File: src/rtl/connect_pkg.sv
// connect_pkg: definitions shared by both ends of the PE <-> NoC credit link.
// Holds the default link sizing and helper functions that derive the flit
// layout. The sending PE and pe_flit_sink both use it, so the two ends always
// agree on where each field sits.
//
// Flit layout, MSB to LSB: {valid, tail, dest, vc, data}.
// Credit layout, MSB to LSB: {valid, vc}.
package connect_pkg;

    localparam int DEF_NUM_VCS    = 2;
    localparam int DEF_DEST_BITS  = 4;
    localparam int DEF_DATA_WIDTH = 32;
    localparam int DEF_BUF_DEPTH  = 8;

    // A single-VC link still carries a 1-bit vc field, so the layout does
    // not change shape with NUM_VCS.
    function automatic int vc_bits_f(input int num_vcs);
        return (num_vcs > 1) ? $clog2(num_vcs) : 1;
    endfunction

    function automatic int flit_w_f(input int dest_bits, input int vc_bits,
                                    input int data_width);
        return 2 + dest_bits + vc_bits + data_width;
    endfunction

    // Field offsets. The data field starts at bit 0.
    function automatic int vc_lsb_f(input int data_width);
        return data_width;
    endfunction

    function automatic int dest_lsb_f(input int vc_bits, input int data_width);
        return data_width + vc_bits;
    endfunction

    function automatic int tail_idx_f(input int dest_bits, input int vc_bits,
                                      input int data_width);
        return data_width + vc_bits + dest_bits;
    endfunction

    function automatic int valid_idx_f(input int dest_bits, input int vc_bits,
                                       input int data_width);
        return data_width + vc_bits + dest_bits + 1;
    endfunction

endpackage

File: src/rtl/pe_vc_fifo.sv
// pe_vc_fifo: single-clock synchronous FIFO that holds one VC's flits.
// The pointers are one bit wider than the address. Equal pointers mean the
// FIFO is empty. Pointers that differ only in the extra MSB mean it is full.
// Reads are show-ahead: rd_data always shows the current head.
//
// Ports:
//   clk, rst_n : clock and asynchronous active-low reset (clears the pointers)
//   wr_en      : push wr_data. Ignored while full.
//   rd_en      : pop the head. Ignored while empty.
//   rd_data    : head entry, valid whenever !empty
//   full/empty : occupancy status
module pe_vc_fifo #(
    parameter int WIDTH = 33,
    parameter int DEPTH = 8      // power of 2, at least 2
) (
    input  logic             clk,
    input  logic             rst_n,
    input  logic             wr_en,
    input  logic [WIDTH-1:0] wr_data,
    input  logic             rd_en,
    output logic [WIDTH-1:0] rd_data,
    output logic             full,
    output logic             empty
);
    localparam int AW = $clog2(DEPTH);

    logic [WIDTH-1:0] mem [DEPTH];
    logic [AW:0]      wr_ptr, rd_ptr;
    logic             do_wr, do_rd;

    assign do_wr   = wr_en && !full;
    assign do_rd   = rd_en && !empty;
    assign empty   = (wr_ptr == rd_ptr);
    assign full    = (wr_ptr[AW] != rd_ptr[AW]) && (wr_ptr[AW-1:0] == rd_ptr[AW-1:0]);
    assign rd_data = mem[rd_ptr[AW-1:0]];

    // The storage array has no reset. Entries are only ever read after a write.
    always_ff @(posedge clk) begin
        if (do_wr) mem[wr_ptr[AW-1:0]] <= wr_data;
    end

    // Because DEPTH is a power of 2, the natural wrap of the pointers is
    // modulo 2*DEPTH.
    always_ff @(posedge clk or negedge rst_n) begin
        if (!rst_n) begin
            wr_ptr <= '0;
            rd_ptr <= '0;
        end else begin
            if (do_wr) wr_ptr <= wr_ptr + 1'b1;
            if (do_rd) rd_ptr <= rd_ptr + 1'b1;
        end
    end

endmodule

File: src/rtl/pe_flit_sink.sv
// pe_flit_sink: receive-side endpoint of the credit-based PE <-> NoC link.
// Incoming flits go into a FIFO for their VC. A round-robin arbiter across
// the VCs presents one head flit to the local consumer over valid/ready.
// Every flit the consumer takes returns one credit upstream on the next
// cycle. Protocol errors set sticky flags. Receive counters count accepted
// flits and packets.
//
// Ports:
//   clk, rst_n        : clock and asynchronous active-low reset
//   flit_in           : {valid, tail, dest, vc, data} from the router
//   credit_out        : {valid, vc}, one pulse per consumed flit
//   deq_valid/ready   : consumer handshake
//   deq_data/vc/tail  : presented flit. Held stable while stalled.
//   err_overflow      : sticky. A flit arrived for a full VC.
//   err_misroute      : sticky. Wrong dest, or vc out of range.
//   rx_flit_cnt/pkt_cnt : flits and tail flits accepted (wrapping)
module pe_flit_sink
    import connect_pkg::*;
#(
    parameter int NUM_VCS    = DEF_NUM_VCS,
    parameter int VC_BITS    = vc_bits_f(NUM_VCS),
    parameter int DEST_BITS  = DEF_DEST_BITS,
    parameter int DATA_WIDTH = DEF_DATA_WIDTH,
    parameter int BUF_DEPTH  = DEF_BUF_DEPTH,
    parameter int MY_ID      = 10,
    parameter int FLIT_W     = flit_w_f(DEST_BITS, VC_BITS, DATA_WIDTH)
) (
    input  logic                  clk,
    input  logic                  rst_n,
    input  logic [FLIT_W-1:0]     flit_in,
    output logic [VC_BITS:0]      credit_out,
    output logic                  deq_valid,
    input  logic                  deq_ready,
    output logic [DATA_WIDTH-1:0] deq_data,
    output logic [VC_BITS-1:0]    deq_vc,
    output logic                  deq_tail,
    output logic                  err_overflow,
    output logic                  err_misroute,
    output logic [31:0]           rx_flit_cnt,
    output logic [31:0]           rx_pkt_cnt
);
    localparam int VC_LSB    = vc_lsb_f(DATA_WIDTH);
    localparam int DEST_LSB  = dest_lsb_f(VC_BITS, DATA_WIDTH);
    localparam int TAIL_IDX  = tail_idx_f(DEST_BITS, VC_BITS, DATA_WIDTH);
    localparam int VALID_IDX = valid_idx_f(DEST_BITS, VC_BITS, DATA_WIDTH);

    // Incoming flit fields
    logic                  in_vld, in_tail, vc_ok, bad_dest;
    logic [DEST_BITS-1:0]  in_dest;
    logic [VC_BITS-1:0]    in_vc;
    logic [DATA_WIDTH-1:0] in_data;

    assign in_vld   = flit_in[VALID_IDX];
    assign in_tail  = flit_in[TAIL_IDX];
    assign in_dest  = flit_in[DEST_LSB +: DEST_BITS];
    assign in_vc    = flit_in[VC_LSB +: VC_BITS];
    assign in_data  = flit_in[DATA_WIDTH-1:0];
    assign vc_ok    = (int'(in_vc) < NUM_VCS);
    assign bad_dest = (in_dest != DEST_BITS'(MY_ID));

    // Per-VC FIFO bank
    logic [NUM_VCS-1:0]             wr_en, rd_en, ovf_hit, fifo_full, fifo_empty;
    logic [NUM_VCS-1:0][DATA_WIDTH:0] fifo_rd;   // {tail, data}

    // Arbiter state
    logic                  hs, held;
    logic [VC_BITS-1:0]    rr_ptr, held_vc, scan_vc, sel_vc, rr_nxt;

    assign hs = deq_valid && deq_ready;

    for (genvar g = 0; g < NUM_VCS; g++) begin : g_vc
        // Fullness is checked before this cycle's pop. The sender had no
        // credit for this slot, so a same-cycle dequeue does not rescue the flit.
        assign wr_en[g]   = in_vld && (int'(in_vc) == g) && !fifo_full[g];
        assign ovf_hit[g] = in_vld && (int'(in_vc) == g) && fifo_full[g];
        assign rd_en[g]   = hs && (int'(sel_vc) == g);

        pe_vc_fifo #(
            .WIDTH (DATA_WIDTH + 1),
            .DEPTH (BUF_DEPTH)
        ) u_fifo (
            .clk     (clk),
            .rst_n   (rst_n),
            .wr_en   (wr_en[g]),
            .wr_data ({in_tail, in_data}),
            .rd_en   (rd_en[g]),
            .rd_data (fifo_rd[g]),
            .full    (fifo_full[g]),
            .empty   (fifo_empty[g])
        );
    end

    // Round-robin scan. The loop runs downward and each hit overwrites the
    // last, so the closest non-empty VC at or after rr_ptr wins. A stalled
    // presentation stays locked on held_vc until its handshake. That FIFO's
    // head cannot move in the meantime, because only a handshake pops it.
    always_comb begin
        scan_vc = rr_ptr;
        for (int i = NUM_VCS - 1; i >= 0; i--) begin
            if (!fifo_empty[(int'(rr_ptr) + i) % NUM_VCS])
                scan_vc = VC_BITS'((int'(rr_ptr) + i) % NUM_VCS);
        end
        sel_vc    = held ? held_vc : scan_vc;
        deq_valid = !fifo_empty[sel_vc];
        deq_vc    = sel_vc;
        deq_data  = fifo_rd[sel_vc][DATA_WIDTH-1:0];
        deq_tail  = fifo_rd[sel_vc][DATA_WIDTH];
        rr_nxt    = VC_BITS'((int'(sel_vc) + 1) % NUM_VCS);
    end

    always_ff @(posedge clk or negedge rst_n) begin
        if (!rst_n) begin
            rr_ptr       <= '0;
            held         <= 1'b0;
            held_vc      <= '0;
            credit_out   <= '0;
            err_overflow <= 1'b0;
            err_misroute <= 1'b0;
            rx_flit_cnt  <= '0;
            rx_pkt_cnt   <= '0;
        end else begin
            held    <= deq_valid && !deq_ready;
            held_vc <= sel_vc;
            if (hs) rr_ptr <= rr_nxt;
            // At most one handshake per cycle, so one credit register is enough.
            credit_out <= hs ? {1'b1, sel_vc} : '0;
            if (in_vld && (!vc_ok || bad_dest)) err_misroute <= 1'b1;
            if (|ovf_hit) err_overflow <= 1'b1;
            if (|wr_en) begin
                rx_flit_cnt <= rx_flit_cnt + 32'd1;
                if (in_tail) rx_pkt_cnt <= rx_pkt_cnt + 32'd1;
            end
        end
    end

endmodule
File: config.mk
export PLATFORM = sky130hd
export DESIGN_NAME = pe_flit_sink
export DESIGN_NICKNAME = d
export VERILOG_FILES = /design/src/rtl/connect_pkg.sv /design/src/rtl/pe_vc_fifo.sv /design/src/rtl/pe_flit_sink.sv
export SDC_FILE = /design/constraint.sdc
export NUM_CORES = 1
export LEC_CHECK = 0
export CORE_MARGIN = 8
export CORE_UTILIZATION = 40
export CTS_BUF_LIST = sky130_fd_sc_hd__clkbuf_16
export DETAILED_ROUTE_END_ITERATION = 6
export GPL_TIMING_DRIVEN = 0
export MAX_ROUTING_LAYER = met4
export PLACE_DENSITY = 0.61
export SYNTH_ARGS = -nofsm -noshare
export SYNTH_HDL_FRONTEND = slang
export SYNTH_SLANG_ARGS = --single-unit
File: constraint.sdc
create_clock -name clk -period 5.85 [get_ports clk]
set_clock_uncertainty 0.1 [all_clocks]
set_input_delay 1.17 -clock clk [delete_from_list [all_inputs] [get_ports clk]]
set_output_delay 1.17 -clock clk [all_outputs]
set_load 0.02 [all_outputs]
**Word-level counts from Yosys, hierarchy flattened**

Memories as Yosys holds them, arrays and structs flattened.
Index checks and enable logic that the tools add are counted.

- Flip-flop bits (word level): 87
- Memory bits (writable): 528
- Input bits: 42
- Output and inout bits: 103
- Word-level logic and storage cells: 78
- Memories kept: 2

- Add/sub/neg operators: 8
- Order comparisons: 3
- Equality and inequality tests: 7
- Multiplexer cells: 17
- Bitwise logic cells: 3
- Reduce and logical (&&, ||, !) cells: 26

Memory list:

| memory | depth | width | read ports | clocked after Yosys merged registers in | write ports | line | text |
|---|---|---|---|---|---|---|---|
| g_vc[0].u_fifo.mem | 8 | 33 | 1 | 0 | 1 | pe_vc_fifo.sv:27 | `logic [WIDTH-1:0] mem [DEPTH];` |
| g_vc[1].u_fifo.mem | 8 | 33 | 1 | 0 | 1 | pe_vc_fifo.sv:27 |  |

Operator list:

| operator | number |
|---|---|
| $mux 33 | 2 |
| $add 32x1->32 const B | 2 |
| $logic_and 1x1->1 | 17 |
| $add 4x1->4 const B | 4 |
| $mux 1 | 14 |
| $eq 4x4->1 | 2 |
| $eq 3x3->1 | 2 |
| $logic_not 1->1 | 6 |
| $lt 1x2->1 const B | 2 |
| $ne 4x4->1 const B | 1 |
| $reduce_or 2->1 | 2 |
| $lt 2x3->1 const B | 1 |
| $add 1x1->1 const B | 2 |
| $mux 2 | 1 |
| $ne 1x1->1 | 2 |
| $not 1->1 | 2 |
| $reduce_and 2->1 | 1 |
| $and 1x1->1 const A | 1 |

**Depth between registers and ports, before layout**

Gate-level depths: netlist (run 1).

- Depth in word-level cells: 14
- Depth in mapped cells: 8
- Depth with buffers taken out: 5

**By module**

A second synthesis (run 1) with hierarchy kept.

- Cell total of the unflattened synthesis: 1207
- Area, all modules: 24797.5 µm²

By module, submodules not included:

| module | instances | cells each | area an instance (µm²) | sequential area each (µm²) |
|---|---|---|---|---|
| pe_vc_fifo (g_vc[0].u_fifo) | 1 | 439 | 10551.4 | 8127.8 |
| pe_vc_fifo (g_vc[1].u_fifo) | 1 | 441 | 10533.9 | 8127.8 |
| pe_flit_sink | 1 | 327 | 3712.3 | 1776.7 |

**Least setup slack after synthesis (run 1)**

Ideal clock, no wire load.

- Kind: in2reg
- Start: input port flit_in[38]
- End: memory g_vc[0].u_fifo.mem[0][0], enable pin
- Setup time: 506 ps
- Data arrival time: 4711 ps
- Required time: 5244 ps
- Setup slack: 533 ps
- Stages: 3
- Path buffers: 0
- Cells stage by stage: nor2b_1 -> o41ai_4 -> nor4_1

- Word-level cells in the longest chain between the ends: 5

RTL lines:

| what | line | text |
|---|---|---|
| from (decl) | pe_flit_sink.sv:30 | `input logic [FLIT_W-1:0] flit_in,` |
| $logic_and 1x1->1 (2 in a row) | pe_flit_sink.sv:74 | `assign wr_en[g] = in_vld && (int'(in_vc) == g) && !fifo_full[g];` |
| $logic_and 1x1->1 | pe_vc_fifo.sv:31 | `assign do_wr = wr_en && !full;` |
| $mux 1 | pe_vc_fifo.sv:39 | `if (do_wr) mem[wr_ptr[AW-1:0]] <= wr_data;` |
| $mux 1 (not written as such) | pe_vc_fifo.sv:39 |  |
| to (decl) | pe_vc_fifo.sv:27 |  |

Every way passes these cells.

**Worst setup path in the final report (run 1)**

- Start: register g_vc[1].u_fifo.rd_ptr[1]
- End: output port deq_data[29]

- Word-level cells in the longest chain between the ends: 9
- Elaborated cells between the ends (all ways): 12
- Those cells by class: 1 x eq/ne; 10 x mux; 1 x memory

RTL lines:

| what | line | text |
|---|---|---|
| from (decl) | pe_vc_fifo.sv:28 | `logic [AW:0] wr_ptr, rd_ptr;` |
| from (signal assigned) | pe_vc_fifo.sv:50 | `if (do_rd) rd_ptr <= rd_ptr + 1'b1;` |
| $eq 4x4->1 | pe_vc_fifo.sv:33 | `assign empty = (wr_ptr == rd_ptr);` |
| $mux 1 (not written as such) (3 in a row) | pe_flit_sink.sv:100 | `if (!fifo_empty[(int'(rr_ptr) + i) % NUM_VCS])` |
| $mux 1 (2 in a row) | pe_flit_sink.sv:100 |  |
| $mux 1 | pe_flit_sink.sv:103 | `sel_vc = held ? held_vc : scan_vc;` |
| $mux 33 (*) (2 in a row) | -- |  |
| to (decl) | pe_flit_sink.sv:34 | `output logic [DATA_WIDTH-1:0] deq_data,` |

Every way passes the cells marked *; elsewhere a longest branch is shown, timed or not. The select of a mux whose other input is x is not followed.

==> flow_summary.yaml, run 1 <==
pwr:
  sw_frac_of_total: 0.3203
  p_total_w: 0.01425
  p_leak_nw: 10.22
  clkPwrFrac: 0.279
  p_sw_w: 0.004566
  power_density_nw_per_um2: 481.2
  seqPwrFrac: 0.375
  peakVddDrop_mv: 0.4022
  p_comb_frac: 0.346
  intPower_w: 0.009687
sta:
  slew_violations: 0
  period_share: 0.9239
  final.setup.worst_slack_ps: 445.0
  tightest_slew_ps: 1174
  period_needed_ps: 5405
  max_freq_ghz: 0.1850
  worst_hold_slack_ps: 362.2
  rsz0062_at_grt: "false"
  max_slew_margin: 0.2131
  setup_viol: 0
  hold_viol_final: 0
synthesis:
  synth_ff_type: "edfxtp_1"
  synthSimpleGateAreaFrac: 0.03847
  syn_area_um2: 24390
  async_reset_ff_frac: 0.1415
  synth_edf_count: 528
  yosysUniqueCellTypes: 59
  muxShareOfSynthArea: 0.1643
  synth_nets: 1247
  synth-adder-area-share: 0.003539
  synth-seq-cells: 615
  syn_avg_cell_area_um2: 20.35
  yosys_warnings: 0
  syn_inst: 1199
  synth_xor_area_frac: 0.03211
  synth-compound-area-share: 0.009130
  ys_seq_area_frac: 0.7392
  synth_top_family_by_area: "multiplexers"
drt:
  ant_nets: 0
  route.detailed.drc: 0
  drt-initial-drc-count: 821
  avgRoutedWirePerCell_um: 24.15
  drt_first_pass_iters: 5
  vias: 12170
  wirelength_um: 55300
  post_drt_via_cell_ratio: 5.312
finish:
  syn_to_final_growth_pct: 21.40
  nNetsFinal: 1503
  final_cell_mix: "edfxtp_1, clkdlybuf4s50_1, mux4_2, mux2i_1, dfrtp_1"
  fin_util: 0.4907
  layout.cells.most_common: "edfxtp_1"
  fin_cells: 2290
  drive_gt1_frac: 0.2292
worst_setup_path:
  setup.worst_path.start_class: "flop"
  crit_start: "g_vc[1].u_fifo.rd_ptr[1]$_DFFE_PN0P_"
  max_stage_delay_ps: 740
  path_class: "flop to output pin"
  crit_fanout: 10
  timing.rr.start: "g_vc[1].u_fifo.rd_ptr[2]$_DFFE_PN0P_"
  worstPathCellList: "buf_2, clkbuf_1, clkbuf_1, mux4_2, mux2i_1, mux2i_1, clkdlybuf4s50_1"
  cp.arrival_ps: 4140
  cpMaxStageDelayCell: "clkbuf_1"
  endpoint_kind: "output pin"
  critPathRequiredTime_ps: 4580
min_path:
  worstHoldStart: "err_misroute$_DFFE_PN0P_"
  hold_class: "flop to flop"
clock_tree:
  cts_sinks: 615
  clock_latency_ps: 590
  postCtsSetupBuffers: 0
  clkTransAtPathRegs_ps: 60
  cts_max_path_buffers: 3
  root_buffer: "clkbuf_16"
  cts_tree: "done"
  ctsHoldBuffers: 0
  cts_buffers: 66
  post_cts_resized: 0
  h-tree-depth: 3
global_route:
  grt_antenna_before_repair: 3
  grt_overflow_total: 0
  first_global_vias: 12920
  grt_max_degree: 53
  grt_pass1_wl_um: 83590
  track_usage: 0.1651
placed_design:
  dp.cells: 2169
  post-dp-hpwl_um: 36530
  place.gp.congestion: 0.7625
  port_buffers: 144
  dp_slack_ps: 980.4
floorplan:
  ios: 145
  fp.dieH_um: 263.0
  dieArea_um2: 69150
  die_w_um: 263.0
  rows: 90
  initial_core_util: 0.4042
  core_region_area_um2: 60360
flow_run:
  drv_cap: 0
outcome:
  status: "finished clean"
==> area by class of cell <==
class                           count  area, um2
Fill cell                        4992      30740
Sequential cell                   615      18030
Multi-Input combinational cell    521       6127
Timing Repair Buffer              188       2082
Clock buffer                       68       1702
Tap cell                          782      978.4
Clock inverter                     50      362.8
Buffer                             53      286.5
Inverter                           10      37.54
Antenna cell                        3      7.507
==> routing by layer <==
layer | GRT usage | vias to the layer above | wire [um]
li1 | - | 5349 | -
met1 | 0.2141 | 6414 | 24140
met2 | 0.2643 | 322 | 26920
met3 | 0.03807 | 80 | 3185
met4 | 0.03946 | 0 | 1050
met5 | - | - | 0
==> power groups by stage <==
stage               Combinational (W)  Clock [W]  Sequential, W
floorplan                     0.00301          0        0.00547
detailed placement            0.00505          0        0.00544
finish                        0.00493    0.00398        0.00535
global route                  0.00528    0.00423        0.00538
global placement              0.00485          0        0.00546
CTS                           0.00507    0.00407        0.00535
==> critical path: cells and delay by family, from the launching register on <==
family | cells | cell delay, ps
buffers and inverters | 4 | 2410
DFF | 1 | 340
muxes | 3 | 790
==> worst paths after layout <==
kind                                                       to  slack [ps]  depth (start not counted)
max                                              deq_data[29]         440                          7
min                                  err_misroute$_DFFE_PN0P_         360                          1
max reg2reg                g_vc[1].u_fifo.mem[1][8]$_DFFE_PP_        2340                          8
min reg2reg                          err_misroute$_DFFE_PN0P_         360                          1
max in group asynchronous         rx_flit_cnt[12]$_DFFE_PN0P_        4570                          2
min in group asynchronous          rx_pkt_cnt[12]$_DFFE_PN0P_         450                          1
==> flip-flops by register name (all words and copies together), names as in the netlist, 2 cells and up <==
| register | cells |
|---|---|
| rx_pkt_cnt | 32 |
| g_vc.u_fifo.wr_ptr | 8 |
| g_vc.u_fifo.rd_ptr | 8 |
| credit_out | 2 |
| g_vc.u_fifo.mem | 528 |
| rx_flit_cnt | 32 |
==> synthesized netlist by cell type, drive strengths merged (2+ instances only) <==
library cell  instances  area share
a21boi                2     0.00077
a21oi                 2     0.00056
and2                  5      0.0013
and3                 11      0.0028
and4                  6      0.0023
buf                  36      0.0091
clkbuf               17      0.0026
dfrtp                87       0.089
edfxtp              528        0.65
ha                    6      0.0031
inv                  10      0.0015
mux2                  3      0.0014
mux2i               100       0.041
mux4                132        0.12
nand2                45      0.0069
nand2b                4      0.0010
nand3                16      0.0033
nand4                22      0.0062
nor2                 28      0.0043
nor2b                 3     0.00077
nor3                 16      0.0033
nor4                  9      0.0042
o21ai                 4      0.0013
o41a                  2     0.00097
o41ai                 4      0.0025
or2                   2     0.00051
or3                   3     0.00077
or4                   2     0.00077
xnor2                49       0.018
xor2                 37       0.014
==> kinds of logic after synthesis <==
| group | after synthesis |
|---|---|
| simple gates | 172 |
| flops | 615 |
| compound gates | 21 |
| buf+inv | 63 |
| fa+ha+maj | 7 |
| mux | 235 |
| xor+xnor | 86 |
==> metrics by stage <==
step | setup TNS (ps) | cell area (um2)
3_3_place_gp | -635030 | 26810
3_5_place_dp | 0 | 27540
6_report | 0 | 29620
2_1_floorplan | 0 | 24390
4_1_cts | 0 | 29610
5_1_grt | 0 | 29620
(Power assumes the default switching activity.)
==> run 2, diff against run 1 <==
- CORE_MARGIN: 8 -> unset
- GPL_TIMING_DRIVEN: 0 -> unset
- clock period: 5.85 -> 5.6 ns (I/O delays scaled with it)
==> flow_summary.yaml, run 2 (same netlist as run 1, synthesis figures left out) <==
drt:
  top_layer: "met4"
  drt_first_pass_iters: 5
  wl_met1_um: 23590
  post_drt_via_cell_ratio: 5.343
  dr_wl_met2_um: 24950
  vias: 11840
  drt-initial-drc-count: 748
  route.detailed.drc: 0
  avgRoutedWirePerCell_um: 23.42
  ant_nets: 0
  route.met3.wl_um: 2351
  wirelength_um: 51900
pwr:
  p_leak_nw: 9.841
  p_total_w: 0.01442
  power_density_nw_per_um2: 499.9
  peakVddDrop_mv: 0.3121
worst_setup_path:
  crit_start: "g_vc[1].u_fifo.rd_ptr[1]$_DFFE_PN0P_"
  crit_fanout: 42
  critPathRequiredTime_ps: 4380
  critPathTopFamily: "buffers and inverters"
  r2r_end: "g_vc[1].u_fifo.mem[3][1]$_DFFE_PP_"
  regToRegSetupSlack_ps: 2070
  worstPathCellList: "xor2_2, nor4_2, maj3_2, o21ai_4, buf_4, mux2i_1, clkdlybuf4s50_1"
  timing.rr.start: "g_vc[1].u_fifo.rd_ptr[1]$_DFFE_PN0P_"
  cp.arrival_ps: 3960
  endpoint_kind: "output pin"
  setup.worst_path.start_class: "flop"
  max_stage_delay_ps: 860
  r2r_cells: 6
  cpMaxStageDelayCell: "dfrtp_4"
  critPathBufInv: 2
  path_class: "flop to output pin"
outcome:
  status: "finished clean"
sta:
  hold_viol_final: 0
  period_share: 0.9246
  max_slew_margin: 0.1846
  tns_ps: 0
  slew_violations: 0
  max_freq_ghz: 0.1931
  period_needed_ps: 5178
  tightest_slew_ps: 1221
  rsz0062_at_grt: "false"
  setup_viol: 0
global_route:
  track_usage: 0.1761
  first_global_vias: 12190
  grt_max_degree: 88
  grt_overflow_total: 0
  grt_antenna_before_repair: 1
  grt_pass1_wl_um: 78430
floorplan:
  ios: 145
  rows: 90
  die_w_um: 249.0
  core_region_area_um2: 60360
  initial_core_util: 0.4042
  dieArea_um2: 61980
  fp.dieH_um: 249.0
placed_design:
  port_buffers: 144
  post-dp-hpwl_um: 28900
  place.gp.congestion: 0.7562
clock_tree:
  clkTransAtPathRegs_ps: 60
  h-tree-depth: 3
  ctsHoldBuffers: 0
  cts_tree: "done"
  cts_buffers: 67
  post_cts_resized: 0
  root_buffer: "clkbuf_16"
  clock_latency_ps: 590
  postCtsSetupBuffers: 0
  cts_sinks: 615
  cts_max_path_buffers: 3
min_path:
  hold_class: "flop to flop"
  holdPathStages: 1
  hold_end: "err_misroute$_DFFE_PN0P_"
  worstHoldStart: "err_misroute$_DFFE_PN0P_"
finish:
  layout.cells.most_common: "edfxtp_1"
  nNetsFinal: 1432
  drive_gt1_frac: 0.2052
  final_cell_mix: "edfxtp_1, clkdlybuf4s50_1, mux4_2, mux2i_1, dfrtp_1"
  syn_to_final_growth_pct: 18.25
  largest_reg_flops: 528
  fill_cells: 5003
flow_run:
  drv_cap: 0
run 2: changes by cell type in the layout (fill, tap and decap cells not counted), moves of 5 or more:
cell,before,now
buf_1,6,0
buf_2,22,0
buf_16,7,0
buf_4,12,25
clkbuf_1,17,0
inv_1,19,24
dfrtp_1,87,81
buf_8,6,0
buf_6,22,0
clkinv_2,11,4
buf_12,6,1
run 2: worst max-delay path by stage:
stage	endpoint	slack, ps	cells past startpoint
global route	deq_data[21]	190	7
detailed placement	deq_data[27]	1040	7
global placement	deq_data[21]	1070	7
finish	deq_data[15]	420	7
CTS	deq_data[27]	380	7
floorplan	g_vc[0].u_fifo.mem[0][0]$_DFFE_PP_	330	3
run 2: metrics by stage:
| stage | hold slack (ps) | area, um2 | cells | util | setup WS (ps) |
|---|---|---|---|---|---|
| final | 351.5 | 28850 | 2216 | 0.4779 | 422.3 |
| after detailed placement | 343.0 | 26840 | 2097 | 0.4447 | 1035 |
| after global placement | 339.5 | 26840 | 2097 | 0.4447 | 1074 |
| after CTS | 355.6 | 28850 | 2215 | 0.4779 | 375.6 |
| after floorplan | 398.2 | 24390 | 1199 | - | 332.9 |
| after global routing | 362.3 | 28850 | 2216 | 0.4779 | 193.2 |
run 2: cell type report:
type | instances | area, um2 | area share
Multi-Input combinational cell | 521 | 6135 | 0.2127
Clock inverter | 51 | 329.1 | 0.01141
Antenna cell | 1 | 2.502 | 0.00008675
Clock buffer | 67 | 1677 | 0.05812
Sequential cell | 615 | 18050 | 0.6257
Timing Repair Buffer | 169 | 1639 | 0.05682
Tap cell | 782 | 978.4 | 0.03392
Inverter | 10 | 37.54 | 0.001301
run 2: power breakdown:
part	internal [W]	switching (W)	leakage, nW	total [W]
logic	0.00213	0.00238	2.93	0.00452
registers	0.00543	0.000435	5.87	0.00587
clock network	0.00232	0.00172	1.04	0.00404
total	0.00988	0.00454	9.84	0.0144
run 2: routing by layer:
metal  up-vias  global-route usage
li1       5216                   -
met4         0             0.05430
met2       284              0.2728
met5         -                   -
met3        73             0.03135
met1      6267              0.2380
==> run 3, diff against run 2 <==
- ABC_CLOCK_PERIOD_IN_PS: unset -> 5600
==> results of run 3 <==
Final layout, timing and power as in run 2 (identical DEF).
